--- config.mk ---
export PLATFORM = sky130hd
export DESIGN_NAME = btb_update_gen
export DESIGN_NICKNAME = d
export VERILOG_FILES = /design/src/rtl/btb_update_gen.sv
export SDC_FILE = /design/constraint.sdc
export NUM_CORES = 1
export LEC_CHECK = 0
export ABC_AREA = 1
export CORE_MARGIN = 4
export CORE_UTILIZATION = 23
export DETAILED_ROUTE_END_ITERATION = 8
export GPL_TIMING_DRIVEN = 0
export PLACE_DENSITY_LB_ADDON = 0.2
export SETUP_SLACK_MARGIN = 0.02
export SYNTH_ARGS = -nofsm -noshare
export SYNTH_HDL_FRONTEND = slang
export SYNTH_SLANG_ARGS = --single-unit
--- constraint.sdc ---
create_clock -name clk_i -period 7.48 [get_ports clk_i]
set_clock_uncertainty 0.2 [all_clocks]
set_input_delay 1.122 -clock clk_i [delete_from_list [all_inputs] [get_ports clk_i]]
set_output_delay 1.122 -clock clk_i [all_outputs]
set_load 0.01 [all_outputs]
--- src/rtl/btb_update_gen.sv ---
// rtl/btb_update_gen.sv - BTB update producer: filters mispredicted indirect jumps into a FIFO
//
// Purpose: keeps only mispredicted indirect jumps resolved in execute, drops
// back-to-back duplicates, buffers survivors and issues one BTB update per cycle.
// Ports:
//   clk_i, rst_ni            clock, asynchronous active-low reset
//   clr_i                    synchronous clear of all state
//   flush_i                  discard all pending updates
//   debug_mode_i, hold_i     stall the output (debug also discards resolutions)
//   resolve_*                resolved control-flow outcome from the branch unit
//   btb_update_o             head-of-FIFO update towards the frontend BTB
//   pending_o                FIFO occupancy
//   drop_cnt_o               saturating count of updates lost to overflow

package riscv;
  localparam int unsigned VLEN = 64;
endpackage

package ariane_pkg;
  typedef struct packed {
    logic                   valid;
    logic [riscv::VLEN-1:0] pc;
    logic [riscv::VLEN-1:0] target_address;
  } btb_update_t;
endpackage

module btb_update_gen #(
  parameter int unsigned DEPTH     = 4,
  parameter int unsigned CNT_WIDTH = 8
) (
  input  logic                          clk_i,
  input  logic                          rst_ni,
  input  logic                          clr_i,
  input  logic                          flush_i,
  input  logic                          debug_mode_i,
  input  logic                          hold_i,
  input  logic                          resolve_valid_i,
  input  logic [riscv::VLEN-1:0]        resolve_pc_i,
  input  logic [riscv::VLEN-1:0]        resolve_target_i,
  input  logic                          resolve_is_indirect_i,
  input  logic                          resolve_mispredict_i,
  output ariane_pkg::btb_update_t       btb_update_o,
  output logic [$clog2(DEPTH):0]        pending_o,
  output logic [CNT_WIDTH-1:0]          drop_cnt_o
);

  localparam int unsigned PTR_W = $clog2(DEPTH);
  localparam int unsigned OCC_W = PTR_W + 1;
  localparam logic [PTR_W-1:0]     PTR_ONE  = PTR_W'(1);
  localparam logic [OCC_W-1:0]     OCC_ONE  = OCC_W'(1);
  localparam logic [OCC_W-1:0]     OCC_FULL = OCC_W'(DEPTH);
  localparam logic [CNT_WIDTH-1:0] CNT_ONE  = CNT_WIDTH'(1);

  logic [riscv::VLEN-1:0] pc_mem  [DEPTH];
  logic [riscv::VLEN-1:0] tgt_mem [DEPTH];

  logic [PTR_W-1:0]       wr_ptr, rd_ptr;
  logic [OCC_W-1:0]       count;
  logic [CNT_WIDTH-1:0]   drop_cnt;
  logic                   last_valid;
  logic [riscv::VLEN-1:0] last_pc, last_tgt;

  logic empty, full, candidate, dup, push_req, push, pop, drop;

  assign empty = (count == '0);
  assign full  = (count == OCC_FULL);

  assign candidate = resolve_valid_i && resolve_is_indirect_i && resolve_mispredict_i
                     && !debug_mode_i && !flush_i;
  assign dup       = last_valid && (resolve_pc_i == last_pc) && (resolve_target_i == last_tgt);
  assign push_req  = candidate && !dup && !clr_i;

  // Popping is the same condition as presenting a valid update: the BTB never stalls.
  assign pop  = !empty && !hold_i && !debug_mode_i && !flush_i && !clr_i;
  // A full FIFO still accepts when the head leaves in the same cycle.
  assign push = push_req && (!full || pop);
  assign drop = push_req && full && !pop;

  // Storage needs no reset; the output masks it whenever the FIFO is empty.
  always_ff @(posedge clk_i) begin
    if (push) begin
      pc_mem[wr_ptr]  <= resolve_pc_i;
      tgt_mem[wr_ptr] <= resolve_target_i;
    end
  end

  always_ff @(posedge clk_i or negedge rst_ni) begin
    if (!rst_ni) begin
      wr_ptr     <= '0;
      rd_ptr     <= '0;
      count      <= '0;
      drop_cnt   <= '0;
      last_valid <= 1'b0;
      last_pc    <= '0;
      last_tgt   <= '0;
    end else if (clr_i) begin
      wr_ptr     <= '0;
      rd_ptr     <= '0;
      count      <= '0;
      drop_cnt   <= '0;
      last_valid <= 1'b0;
      last_pc    <= '0;
      last_tgt   <= '0;
    end else if (flush_i) begin
      wr_ptr     <= '0;
      rd_ptr     <= '0;
      count      <= '0;
      last_valid <= 1'b0;
    end else begin
      if (push) begin
        wr_ptr     <= wr_ptr + PTR_ONE;
        last_valid <= 1'b1;
        last_pc    <= resolve_pc_i;
        last_tgt   <= resolve_target_i;
      end
      if (pop) begin
        rd_ptr <= rd_ptr + PTR_ONE;
      end
      if (push && !pop) begin
        count <= count + OCC_ONE;
      end else if (pop && !push) begin
        count <= count - OCC_ONE;
      end
      if (drop && (drop_cnt != '1)) begin
        drop_cnt <= drop_cnt + CNT_ONE;
      end
    end
  end

  always_comb begin
    btb_update_o       = '0;
    btb_update_o.valid = pop;
    if (!empty) begin
      btb_update_o.pc             = pc_mem[rd_ptr];
      btb_update_o.target_address = tgt_mem[rd_ptr];
    end
  end

  assign pending_o  = count;
  assign drop_cnt_o = drop_cnt;

endmodule

== Word level (Yosys, flattened, before mapping) ==
Memory sizes are Yosys's and may differ from the RTL's.
Cells that the tools add are included.
Widths: inputs -> output; s select.
Word-level totals
  register bits: 144
  RAM bits: 512
  input bits: 137
  output and inout port bits: 140
  logic and storage cells: 80
  memories: 2
Cells by class
  add/sub/neg operators: 5
  eq/ne operators: 5
  multiplexer cells: 25
  reduce and logical (&&, ||, !) cells: 36
Memories
  pc_mem: depth 4, width 64, rd ports 1, clocked after Yosys merged registers in 0, write ports 1, RTL line 54  | logic [riscv::VLEN-1:0] pc_mem [DEPTH];
  tgt_mem: depth 4, width 64, rd ports 1, clocked after Yosys merged registers in 0, write ports 1, RTL line 55  | logic [riscv::VLEN-1:0] tgt_mem [DEPTH];
Operator list (number)
  $mux 64: 6
  $eq 64x64->1: 2
  $mux 128: 1
  $mux 8: 3
  $logic_and 1x1->1: 18
  $mux 2: 6
  $mux 3: 4
  $logic_not 1->1: 9
  $add 8x1->8 const B: 1
  $ne 8x8->1 const B: 1
  $reduce_bool 3->1: 2
  $mux 1: 5
  $add 2x1->2 const B: 2
  $reduce_and 2->1: 2
  $reduce_bool 2->1: 2
  $reduce_bool 4->1: 1
  $add 3x1->3 const B: 1
  $eq 3x3->1 const B: 1
  $logic_not 3->1: 1
  $sub 3x1->3 const B: 1
  $ne 2x2->1 const B: 1
  $logic_or 1x1->1: 1

== Depth between registers and ports, before layout ==
  depth after elaboration: 14
  depth in mapped cells: 21
  mapped depth without buffers: 19

== Worst setup path before layout ==
OpenSTA, ideal clock, no wires.
  kind: input to register
  from: in clr_i
  to: mem pc_mem[0][0] in the netlist's numbering (enable)
  setup time: 617 ps
  arrival time: 7665 ps
  data required time: 6663 ps
  slack: -1002 ps
  stages on the path: 11
  buffers on the path: 4
  cell sequence: buf_2 nor2_4 inv_1 nor2_1 nand2_1 nand2_1 nand3_1 buf_4 buf_4 buf_4 nor2_1
On the way
  longest elaborated chain between the ends: 6
  elaborated cells on any way between the ends: 7
  classes of those cells: 2 x mux; 5 x reduce/logical
RTL lines
  start: declaration: RTL line 33  | input logic clr_i,
  $logic_not 1->1 (*): RTL line 71, 74
  $logic_and 1x1->1: RTL line 74  | assign pop = !empty && !hold_i && !debug_mode_i && !flush_i && !clr_i;
  $logic_or 1x1->1: RTL line 76  | assign push = push_req && (!full || pop);
  $logic_and 1x1->1 (*): RTL line 76
  $mux 1 (*): RTL line 81  | if (push) begin
  $mux 1 (not written as such) (*): RTL line 82  | pc_mem[wr_ptr] <= resolve_pc_i;
  end: declaration: RTL line 54
Every way passes the cells marked *; elsewhere a longest branch is shown, timed or not.

==> results.md <==
- Final wirelength: 90,820 µm
- Flop pwr share: ~49%
- Top-count cell post-synth: nor2_1
- Post-DP HPWL: between 60,000 and 70,000 µm
- Slew Limit Fails: 0
- Met1 usage: between 10% and 20%
- Final Hold Fails: 0
- Area Growth Syn to Fin: 28.33%
- Combinational power share: under 10%
- Share of the synthesized area in the top cell type: 55.27%
- Vias in the first global route: ~19,000
- Reg2reg end: pc_mem[3][58]$_DFFE_PP_
- Mapped Nets: about 2,800
- Worst-path clk slew: about 50 ps
- Power share of the clock group: between 40% and 50%
- Worst-skew pair later-pin latency: 640 ps
- Mapped Cells: 2,674
- Critical Path Source Type: flip-flop
- Iter 0 DRT Violations: 1,563
- Unrepaired setup endpoints after global routing: false
- Power Internal: 0.006285 W
- Post-CTS Setup Inserts: 0
- MaxCap Viol Count: 0
- Layout cell share with drive strength beyond 1: 5.771%
- Final setup TNS: 0 ps
- Final instance area: between 0.03 and 0.04 mm²
- Net Sw Power: about 0.0017 W
- Tmin final: just over 5000 ps
- I/O pins: ~280
- Worst-Margin Slew: 1109 ps
- Die width: around 360 µm
- R2R Setup Slk: 3310 ps
- Crit path capture type: output pin
- Warnings, synthesis: 0
- VDD IR max: ~0.12 mV
- Global-route wire length before repair: ~130,000 µm
- Core Footprint: around 0.12 mm²
- Fin Hold WS: 224.9 ps
- Starting Density: 23.19%
- Largest area contributor in the netlist: edfxtp_1
- Nets@finish: about 3,200
- Max Freq: 0.1926 GHz
- Post-synth EDFFs: a little over 500
- Via density: around 4.2
- Post-route DRC: 0
- H-tree levels: 3
- HP Class: input port to async pin
- R2R Path Start: last_pc[63]$_DFFE_PN0P_
- Synth async-reset ratio: between 20% and 30%
- Wire per inst: about 19 µm
- Reg2Reg Depth: 16
- Seq/Total Area, Yosys: approximately two thirds
- WP data required: 6160 ps
- LEAKAGE: ~13 nW
- 1st-pass router iterations: 5
- Max_slew headroom: 26.07%
- Rows: 127
- Root buffer cell: clkbuf_16
- Final setup violation count: 0
- Vias: about 20,000
- Placed Area: roughly 0.033 mm²
- Commonest cells in the netlist: nor2_1 (589), edfxtp_1 (512), nand2_1 (465), o21ai_0 (272), nand3_1 (157)
- Mean Syn Cell Area: ~10 µm²
- Switching Share: 21.60%
- ANT nets after route: 0
- Total GRT Usage: approximately 14%
- CTS sink count: approximately 660
- PwrDens: between 200 and 250 mW/mm²
- Critical Path Fanout Max: 10
- Largest net degree at the start of global routing: 74
- Die Y: around 360 µm
- Top FF cell, synth: edfxtp_1
- GPL Wtd Cong: roughly 0.74
- Overall Power: 0.008017 W
- Status: finished clean
- Routing usage on met2: 22.69%
- Fin crit share: between 60% and 70%
- Met3 Usage GRT: 3.481%
- Initial antenna violation count: 20
- Resize count post-CTS: 0
- Maximum clock path buffer count: 3
- Mapped cell area: about 0.028 mm²
- Fillers: approximately 12,000
- Gr busiest metal: met2
- Total gr overflow: 0
- Netlist cell types: 28
- TritonCTS Buffers: approximately 80
- Die Area: approximately 0.13 mm²
- Setup CP Type: flip-flop to output pin
- CTS tree: built
- Worst EP arrival: 3870 ps
- Ranking of synthesized cells by area: edfxtp_1 (55%), dfrtp_1 (13%), nor2_1 (7.9%), nand2_1 (6.3%), o21ai_0 (4.9%)
- # port buffers: 275
- Cts hold-fix bufs: 0
- Seq cells post-synth: about 660
## power by group through the flow
stage	Clock [W]	Combinational, W	Sequential (W)
floorplan	0	0.0000915	0.00403
global placement	0	0.000300	0.00403
detailed placement	0	0.000304	0.00403
CTS	0.00388	0.000306	0.00396
global route	0.00403	0.000332	0.00396
finish	0.00376	0.000298	0.00396
## sequential cells by signal, indices dropped and copies added, names as in the netlist
name and flops:
pc_mem 256, tgt_mem 256, last_pc 64, last_tgt 64, drop_cnt_o 8, pending_o 3
rd_ptr 2, wr_ptr 2, last_valid 1
## stage by stage
step	worst slack, ps	cells	util, %
after detailed placement	1560	4585	27.64
final	2288	4737	29.75
after global routing	1965	4731	29.74
after global placement	-3672	4561	27.17
after CTS	2113	4731	29.74
after floorplan	1179	2674	-
## critical path, stage by stage, from the launching register on
cell and delay (ps):
dfrtp_1 320, clkbuf_1 310, clkbuf_2 600, clkbuf_1 590, nor2_1 110, nor2_1 100
o21ai_0 90, a21oi_1 430, clkdlybuf4s50_1 640
## layout by cell type, fill, tap and decap left out, types with 7 or more instances in the layout
cell,netlist,final
nor2_1,589,585
edfxtp_1,512,512
nand2_1,465,465
clkdlybuf4s50_1,0,274
o21ai_0,272,272
nand3_1,157,157
inv_1,154,154
dfrtp_1,144,144
a21oi_1,131,131
clkbuf_1,110,129
clkbuf_16,0,82
xnor2_1,52,52
buf_12,0,17
nand4_1,11,11
clkinv_1,1,11
buf_6,10,10
clkbuf_8,0,10
buf_1,9,9
clkinv_2,0,9
buf_2,8,8
o21ai_1,8,8
buf_4,8,8
clkbuf_2,0,7
buf_16,0,7
## worst max path at each step
stage,start,slack [ps],to
final,rd_ptr[0]$_DFFE_PN0P_,2290,btb_update_o[71]
after global routing,rd_ptr[0]$_DFFE_PN0P_,1960,btb_update_o[73]
after detailed placement,resolve_pc_i[63],1560,pc_mem[3][47]$_DFFE_PP_
after global placement,flush_i,-3670,tgt_mem[3][48]$_DFFE_PP_
after CTS,rd_ptr[0]$_DFFE_PN0P_,2110,btb_update_o[73]
after floorplan,clr_i,1180,pc_mem[0][0]$_DFFE_PP_
## cell families (layout without fill, tap and decap cells)
family | after synthesis | after routing | share of synthesized area [%]
AOI/OAI and AO/OA | 414 | 414 | 7.462
adders and majority gates | 7 | 7 | 0.3418
and+or+nand+nor | 1238 | 1238 | 17.67
buffers and inverters | 301 | 746 | 4.476
other | 0 | 6 | 0
xor gates and xnor gates | 58 | 58 | 1.826
DFF | 656 | 656 | 68.23
## routing by layer
metal / part of all wire [%] / wire [µm]
met1: 46 / 41840
met2: 46 / 41900
met5: 0.058 / 53
met3: 6.1 / 5530
met4: 1.6 / 1492
## area by class of cell
cell class / count / area (µm²) / share of cell area [%]
diodes: 6 / 15.01 / 0.04206
plain buffers: 145 / 668.1 / 1.872
clock buffers: 118 / 2287 / 6.407
clock inverters: 28 / 231.5 / 0.6484
inverters: 156 / 585.6 / 1.640
multi-input cells: 1717 / 7624 / 21.36
flip-flops and latches: 656 / 18980 / 53.17
well taps: 1612 / 2017 / 5.650
repair buffers: 299 / 3291 / 9.218
Power figures use the tool's default switching activity.
